==> config.mk <==
export PLATFORM = sky130hd
export DESIGN_NAME = branch_cond_unit
export DESIGN_NICKNAME = d
export VERILOG_FILES = /design/src/rtl/branch_cond_unit_pkg.sv /design/src/rtl/branch_cond_unit_eval.sv /design/src/rtl/branch_cond_unit.sv
export SDC_FILE = /design/constraint.sdc
export NUM_CORES = 1
export LEC_CHECK = 0
export ABC_AREA = 1
export BUFFER_PORTS_ARGS = -buffer_cell sky130_fd_sc_hd__buf_2
export CORE_AREA = 2 2 110 86
export CTS_CLUSTER_DIAMETER = 60
export DETAILED_ROUTE_END_ITERATION = 8
export DIE_AREA = 0 0 112 88
export PLACE_DENSITY = 0.79
export SLEW_MARGIN = 10
export SYNTH_ARGS = -nofsm -noshare
export SYNTH_HDL_FRONTEND = slang
export SYNTH_HIERARCHICAL = 1
export SYNTH_SLANG_ARGS = --single-unit
==> constraint.sdc <==
create_clock -name clk -period 3.2 [get_ports clk]
set_input_delay 0.16 -clock clk [delete_from_list [all_inputs] [get_ports clk]]
set_output_delay 0.16 -clock clk [all_outputs]
set_load 0.1 [all_outputs]
==> src/rtl/branch_cond_unit_pkg.sv <==
// rtl/branch_cond_unit_pkg.sv - shared types and constants for the branch condition unit
//
// Purpose: condition-code enum, FSM state enum, flag bit positions and the
//          flag-legality helper used by branch_cond_unit and branch_cond_eval.
// Ports:   none (package).
package CPU_package;

  localparam int CPU_DATA_WIDTH = 16;

  // Flag register bit positions as produced by the ALU logic unit.
  localparam int FLAG_EQ = 2;
  localparam int FLAG_GT = 1;
  localparam int FLAG_LT = 0;

  typedef enum logic [2:0] {
    COND_ALWAYS = 3'd0,
    COND_EQ     = 3'd1,
    COND_NE     = 3'd2,
    COND_GT     = 3'd3,
    COND_LT     = 3'd4,
    COND_GE     = 3'd5,
    COND_LE     = 3'd6,
    COND_NEVER  = 3'd7
  } enum_branch_cond_t;

  typedef enum logic [1:0] {
    ST_IDLE = 2'd0,
    ST_EVAL = 2'd1,
    ST_RESP = 2'd2
  } enum_br_state_t;

  // A compare result is at most one of EQ/GT/LT; all-zero is the "no compare yet" value.
  function automatic logic flags_legal(input logic [2:0] f);
    return (f == 3'b000) || (f == 3'b001) || (f == 3'b010) || (f == 3'b100);
  endfunction

endpackage

==> src/rtl/branch_cond_unit_eval.sv <==
// rtl/branch_cond_unit_eval.sv - combinational branch condition evaluator
//
// Purpose: decide taken/not-taken from a condition code and the flag register.
// Ports:   cond  [2:0] in  - enum_branch_cond_t code
//          flags [2:0] in  - {EQ, GT, LT}
//          taken       out - condition satisfied
module branch_cond_eval
  import CPU_package::*;
(
  input  logic [2:0] cond,
  input  logic [2:0] flags,
  output logic       taken
);

  always_comb begin
    taken = 1'b0;
    case (enum_branch_cond_t'(cond))
      COND_ALWAYS: taken = 1'b1;
      COND_EQ:     taken = flags[FLAG_EQ];
      COND_NE:     taken = !flags[FLAG_EQ];
      COND_GT:     taken = flags[FLAG_GT];
      COND_LT:     taken = flags[FLAG_LT];
      COND_GE:     taken = flags[FLAG_GT] | flags[FLAG_EQ];
      COND_LE:     taken = flags[FLAG_LT] | flags[FLAG_EQ];
      COND_NEVER:  taken = 1'b0;
      default:     taken = 1'b0;
    endcase
  end

endmodule

==> src/rtl/branch_cond_unit.sv <==
// rtl/branch_cond_unit.sv - branch resolution unit with flag register and redirect handshake
//
// Purpose: latch ALU compare flags, accept branch requests, resolve them one
//          cycle later and present the next PC to fetch until it is accepted.
// Ports:   clk, rst                        - clock, async active-high reset
//          flag_in[2:0], flag_wr           - flag register write
//          br_valid, br_ready, br_cond,
//          br_target, pc_in                - branch request handshake
//          redirect_valid, redirect_ready,
//          redirect_pc, taken              - resolved next-PC handshake
//          flags_q, flag_err               - flag register, illegal-write pulse
//          br_cnt, taken_cnt               - saturating statistics counters
module branch_cond_unit
  import CPU_package::*;
#(
  parameter int DATA_WIDTH = CPU_DATA_WIDTH
) (
  input  logic                  clk,
  input  logic                  rst,
  input  logic [2:0]            flag_in,
  input  logic                  flag_wr,
  input  logic                  br_valid,
  output logic                  br_ready,
  input  logic [2:0]            br_cond,
  input  logic [DATA_WIDTH-1:0] br_target,
  input  logic [DATA_WIDTH-1:0] pc_in,
  output logic                  redirect_valid,
  input  logic                  redirect_ready,
  output logic [DATA_WIDTH-1:0] redirect_pc,
  output logic                  taken,
  output logic [2:0]            flags_q,
  output logic                  flag_err,
  output logic [DATA_WIDTH-1:0] br_cnt,
  output logic [DATA_WIDTH-1:0] taken_cnt
);

  localparam logic [DATA_WIDTH-1:0] PC_STEP = {{(DATA_WIDTH-1){1'b0}}, 1'b1};
  localparam logic [DATA_WIDTH-1:0] CNT_MAX = {DATA_WIDTH{1'b1}};

  enum_br_state_t        state;
  logic [2:0]            cond_q;
  logic [DATA_WIDTH-1:0] target_q;
  logic [DATA_WIDTH-1:0] pc_q;
  logic                  eval_taken;
  logic                  flag_ok;

  assign flag_ok = flags_legal(flag_in);

  // EVAL reads flags_q, so a write landing on the acceptance edge is seen,
  // while a write during EVAL lands on the same edge the decision is latched.
  branch_cond_eval u_eval (
    .cond  (cond_q),
    .flags (flags_q),
    .taken (eval_taken)
  );

  assign br_ready       = (state == ST_IDLE);
  assign redirect_valid = (state == ST_RESP);

  always_ff @(posedge clk or posedge rst) begin
    if (rst) begin
      state       <= ST_IDLE;
      flags_q     <= 3'b000;
      flag_err    <= 1'b0;
      cond_q      <= 3'b000;
      target_q    <= '0;
      pc_q        <= '0;
      taken       <= 1'b0;
      redirect_pc <= '0;
      br_cnt      <= '0;
      taken_cnt   <= '0;
    end else begin
      flag_err <= flag_wr && !flag_ok;
      if (flag_wr && flag_ok) begin
        flags_q <= flag_in;
      end

      case (state)
        ST_IDLE: begin
          if (br_valid) begin
            cond_q   <= br_cond;
            target_q <= br_target;
            pc_q     <= pc_in;
            state    <= ST_EVAL;
          end
        end
        ST_EVAL: begin
          taken       <= eval_taken;
          redirect_pc <= eval_taken ? target_q : pc_q + PC_STEP;
          state       <= ST_RESP;
        end
        ST_RESP: begin
          if (redirect_ready) begin
            state <= ST_IDLE;
            if (br_cnt != CNT_MAX) begin
              br_cnt <= br_cnt + PC_STEP;
            end
            if (taken && (taken_cnt != CNT_MAX)) begin
              taken_cnt <= taken_cnt + PC_STEP;
            end
          end
        end
        default: state <= ST_IDLE;
      endcase
    end
  end

endmodule

==> flow_results.xml <==
<?xml version="1.0" encoding="UTF-8"?>
<metrics>
  <group name="run_status">
    <metric name="outcome" unit="">finished clean</metric>
  </group>
  <group name="timing">
    <metric name="period_needed" unit="ns">1.861</metric>
    <metric name="layout_setup_ws" unit="ns">1.339</metric>
    <metric name="hold-worst-slack" unit="ns">0.009563</metric>
    <metric name="finalSetupViolCount" unit="">0</metric>
    <metric name="report.final.slew_viol_count" unit="">0</metric>
    <metric name="finalHoldViolCount" unit="">0</metric>
    <metric name="finClkSkew" unit="ns">0.007784</metric>
    <metric name="timing.final.crit_share" unit="%">58.14</metric>
    <metric name="grt_setup_unrepaired" unit="">false</metric>
    <metric name="clock.fmax" unit="GHz">0.5375</metric>
    <metric name="setup-tns-final" unit="ns">0</metric>
    <metric name="max_slew.worst_pin.slew" unit="ns">0.7607</metric>
    <metric name="relSlewSlack" unit="%">49.21</metric>
  </group>
  <group name="critical_path">
    <metric name="worst-r2r-setup-slack" unit="ns">1.34</metric>
    <metric name="crit_path_cell_trace" unit="">nor2_1, nand2_2, inv_2, o21ai_0</metric>
    <metric name="setup.worst_path.start_class" unit="">flip-flop</metric>
    <metric name="critical_path.top_delay_family" unit="">buffers and inverters</metric>
    <metric name="timing.critical_path.depth" unit="">4</metric>
    <metric name="worstPathRequired" unit="ns">3.39</metric>
    <metric name="end_kind" unit="">flip-flop</metric>
    <metric name="timing.setup.critical_path_class" unit="">reg2reg</metric>
    <metric name="cp_max_delay_cell" unit="">inv_2</metric>
    <metric name="timing.critical_path.buf_inv" unit="">1</metric>
    <metric name="cp_max_fo" unit="">53</metric>
    <metric name="max_stage_delay" unit="ns">0.64</metric>
    <metric name="data_arrival_time_of_the_critical_path" unit="ns">2.05</metric>
    <metric name="count_of_cells_along_the_worst_register_to_register_path" unit="">4</metric>
  </group>
  <group name="synthesis">
    <metric name="synthArstFlopShare" unit="%">100.0</metric>
    <metric name="synth_seq_area_share" unit="%">47.87</metric>
    <metric name="netlist_area" unit="um^2">4705</metric>
    <metric name="syn-instance-count" unit="">624</metric>
    <metric name="synth.top_cells.by_count" unit="">nand2_1 (241), dfrtp_1 (90), nor2_1 (61)</metric>
    <metric name="synth_nets" unit="">670</metric>
    <metric name="yosysTopAreaCell" unit="">dfrtp_1</metric>
    <metric name="netlist.area_leader.share" unit="%">47.87</metric>
    <metric name="dominantRegCellSynth" unit="">dfrtp_1</metric>
    <metric name="synthTopCellsByArea" unit="">dfrtp_1 (48%), nand2_1 (19%), nor2_1 (4.9%)</metric>
    <metric name="syn_avg_cell_area" unit="um^2">7.539</metric>
    <metric name="synth_seq_cells" unit="">90</metric>
    <metric name="synth_warnings" unit="">6</metric>
    <metric name="yosysMostFrequentCell" unit="">nand2_1</metric>
    <metric name="synth-edff-count" unit="">0</metric>
    <metric name="ys_types" unit="">28</metric>
  </group>
  <group name="finish">
    <metric name="post-route-util" unit="%">63.77</metric>
    <metric name="diode_count" unit="">0</metric>
    <metric name="finalNetCount" unit="">769</metric>
    <metric name="multiInputGateArea" unit="um^2">2131</metric>
    <metric name="areaGrowthSynthToFinish" unit="%">19.07</metric>
    <metric name="drive_above_1_share" unit="%">19.09</metric>
    <metric name="num-fill-cells" unit="">769</metric>
    <metric name="layout.area.seq" unit="um^2">2252</metric>
    <metric name="post_layout_instance_count_excluding_filler_cells" unit="">840</metric>
  </group>
  <group name="floorplanning">
    <metric name="count_of_boundary_i_o_pins" unit="">98</metric>
    <metric name="fp.dieW" unit="um">112</metric>
    <metric name="die_y" unit="um">88</metric>
    <metric name="row_count" unit="">30</metric>
    <metric name="initial_util" unit="%">53.56</metric>
    <metric name="dieArea" unit="um^2">9856</metric>
    <metric name="floorplan.core_area" unit="um^2">8783</metric>
  </group>
  <group name="placed_design">
    <metric name="place_hpwl" unit="um">7881</metric>
    <metric name="post-place-cells" unit="">822</metric>
    <metric name="gp_routability_congestion" unit="">0.8883</metric>
    <metric name="preCtsSetupSlack" unit="ns">1.322</metric>
    <metric name="numPortBuffers" unit="">97</metric>
  </group>
  <group name="global_routing">
    <metric name="grt_busiest_layer" unit="">met2</metric>
    <metric name="grt_pass1_vias" unit="">4100</metric>
    <metric name="grt_util_met2" unit="%">39.83</metric>
    <metric name="globalRouteMet1Util" unit="%">33.79</metric>
    <metric name="gr-usage-all-layers" unit="%">24.64</metric>
    <metric name="grt_met3_use" unit="%">5.260</metric>
    <metric name="grt_antenna_before_repair" unit="">0</metric>
    <metric name="grt_max_degree" unit="">54</metric>
    <metric name="grt_first_pass_wirelength" unit="um">19590</metric>
    <metric name="grt_overflow_total" unit="">0</metric>
  </group>
  <group name="cts">
    <metric name="cts_tree" unit="">built</metric>
    <metric name="cts_max_path_buffers" unit="">2</metric>
    <metric name="cts_htree_levels" unit="">3</metric>
    <metric name="cts_hold_repair.buffers" unit="">2</metric>
    <metric name="post_cts.resized_instances" unit="">0</metric>
    <metric name="clkSinkCount" unit="">90</metric>
    <metric name="worst_setup_hold_path_clk_slew" unit="ns">0.07</metric>
    <metric name="tritoncts.num_buffers" unit="">9</metric>
    <metric name="post-cts-setup-buffers" unit="">0</metric>
    <metric name="clock_latency" unit="ns">0.35</metric>
    <metric name="root_driver" unit="">clkbuf_16</metric>
  </group>
  <group name="route">
    <metric name="wl_per_cell" unit="um">13.49</metric>
    <metric name="number_of_violations_reported_at_the_end_of_detailed_routing_iteration_0" unit="">377</metric>
    <metric name="antenna_left" unit="">0</metric>
    <metric name="detail_route.first_pass.iterations" unit="">5</metric>
    <metric name="drc" unit="">0</metric>
    <metric name="via_count" unit="">4293</metric>
    <metric name="number_of_vias_per_cell" unit="">5.111</metric>
    <metric name="detail_route.wirelength" unit="um">11340</metric>
  </group>
  <group name="power_and_ir_drop">
    <metric name="p_per_area" unit="nW/um^2">1100</metric>
    <metric name="p_leak" unit="nW">2.917</metric>
    <metric name="worst_ir_drop_vdd" unit="uV">901.7</metric>
  </group>
  <group name="worst_hold_path">
    <metric name="hold-path-cell-count" unit="">3</metric>
    <metric name="hp-class" unit="">in2reg</metric>
  </group>
  <group name="job">
    <metric name="max_cap_violations" unit="">0</metric>
  </group>
</metrics>
## worst paths after layout
path,startpoint,to
setup / recovery,state[0],target_q[15]
hold / removal,br_target[1],target_q[1]
setup reg to reg,state[0],target_q[15]
hold reg to reg,redirect_pc[10],redirect_pc[10]
max in group asynchronous,rst,redirect_pc[4]
min in group asynchronous,rst,br_cnt[8]
## cells by family (layout without fill, tap and decap cells)
family	count (synthesis)	count (layout)	synth area share, %
xor+xnor	24	24	4.468
simple gates	356	356	31.65
flops	90	90	47.87
compound gates	75	75	8.377
fa+ha+maj	3	3	0.7980
buf+inv	76	180	6.835
## power by group
part / internal, mW / total (mW) / switching, mW
sequential: 1.56 / 1.94 / 0.373
combinational: 0.601 / 3.11 / 2.51
clock: 0.651 / 1.11 / 0.460
## metrics by stage
stage,area [um^2],total power [mW]
finish,5602,6.159
global route,5602,6.545
CTS,5602,6.183
detailed placement,5269,5.047
global placement,5269,4.968
floorplan,4705,4.470
## area by class of cell
class / instances / share of cell area (%)
flip-flops and latches: 90 / 40.21
clock inverters: 5 / 1.072
multi-input cells: 458 / 38.04
repair buffers: 103 / 9.560
clock buffers: 11 / 4.512
inverters: 61 / 4.110
well taps: 112 / 2.502
## worst reg2reg max path, stage by stage (launching register included)
cell	delay [ns]
dfrtp_1	0.43
nor2_1	0.17
nand2_2	0.24
inv_2	0.64
o21ai_0	0.22
## cell usage in the layout, fill, tap and decap left out, types with 3 or more instances in the layout
cell type	netlist	layout
nand2_1	241	241
buf_2	8	97
dfrtp_1	90	90
nor2_1	61	61
inv_1	58	57
o21ai_0	42	42
nand3_1	32	32
a21oi_1	23	23
xnor2_1	13	13
xor2_1	11	11
clkbuf_16	0	9
nand4_1	7	7
o21ai_1	5	5
o21ai_2	4	4
buf_4	1	4
inv_2	3	3
nor2_4	3	3
nand3_2	3	3
ha_1	3	3
## flip-flops by register name, summed over array words and instances, names as in the netlist
name	cells
taken	1
taken_cnt	16
state	2
target_q	16
redirect_pc	16
flag_err	1
flags_q	3
cond_q	3
br_cnt	16
pc_q	16
## per-layer routing
layer	wire, um	share of wire, %	vias to the layer above
met3	565	5.0	24
li1	-	-	2146
met1	5316	47	1991
met5	0	0	-
met4	234	2.1	0
met2	5219	46	132
Note: power is estimated with default switching activity, not from simulation.
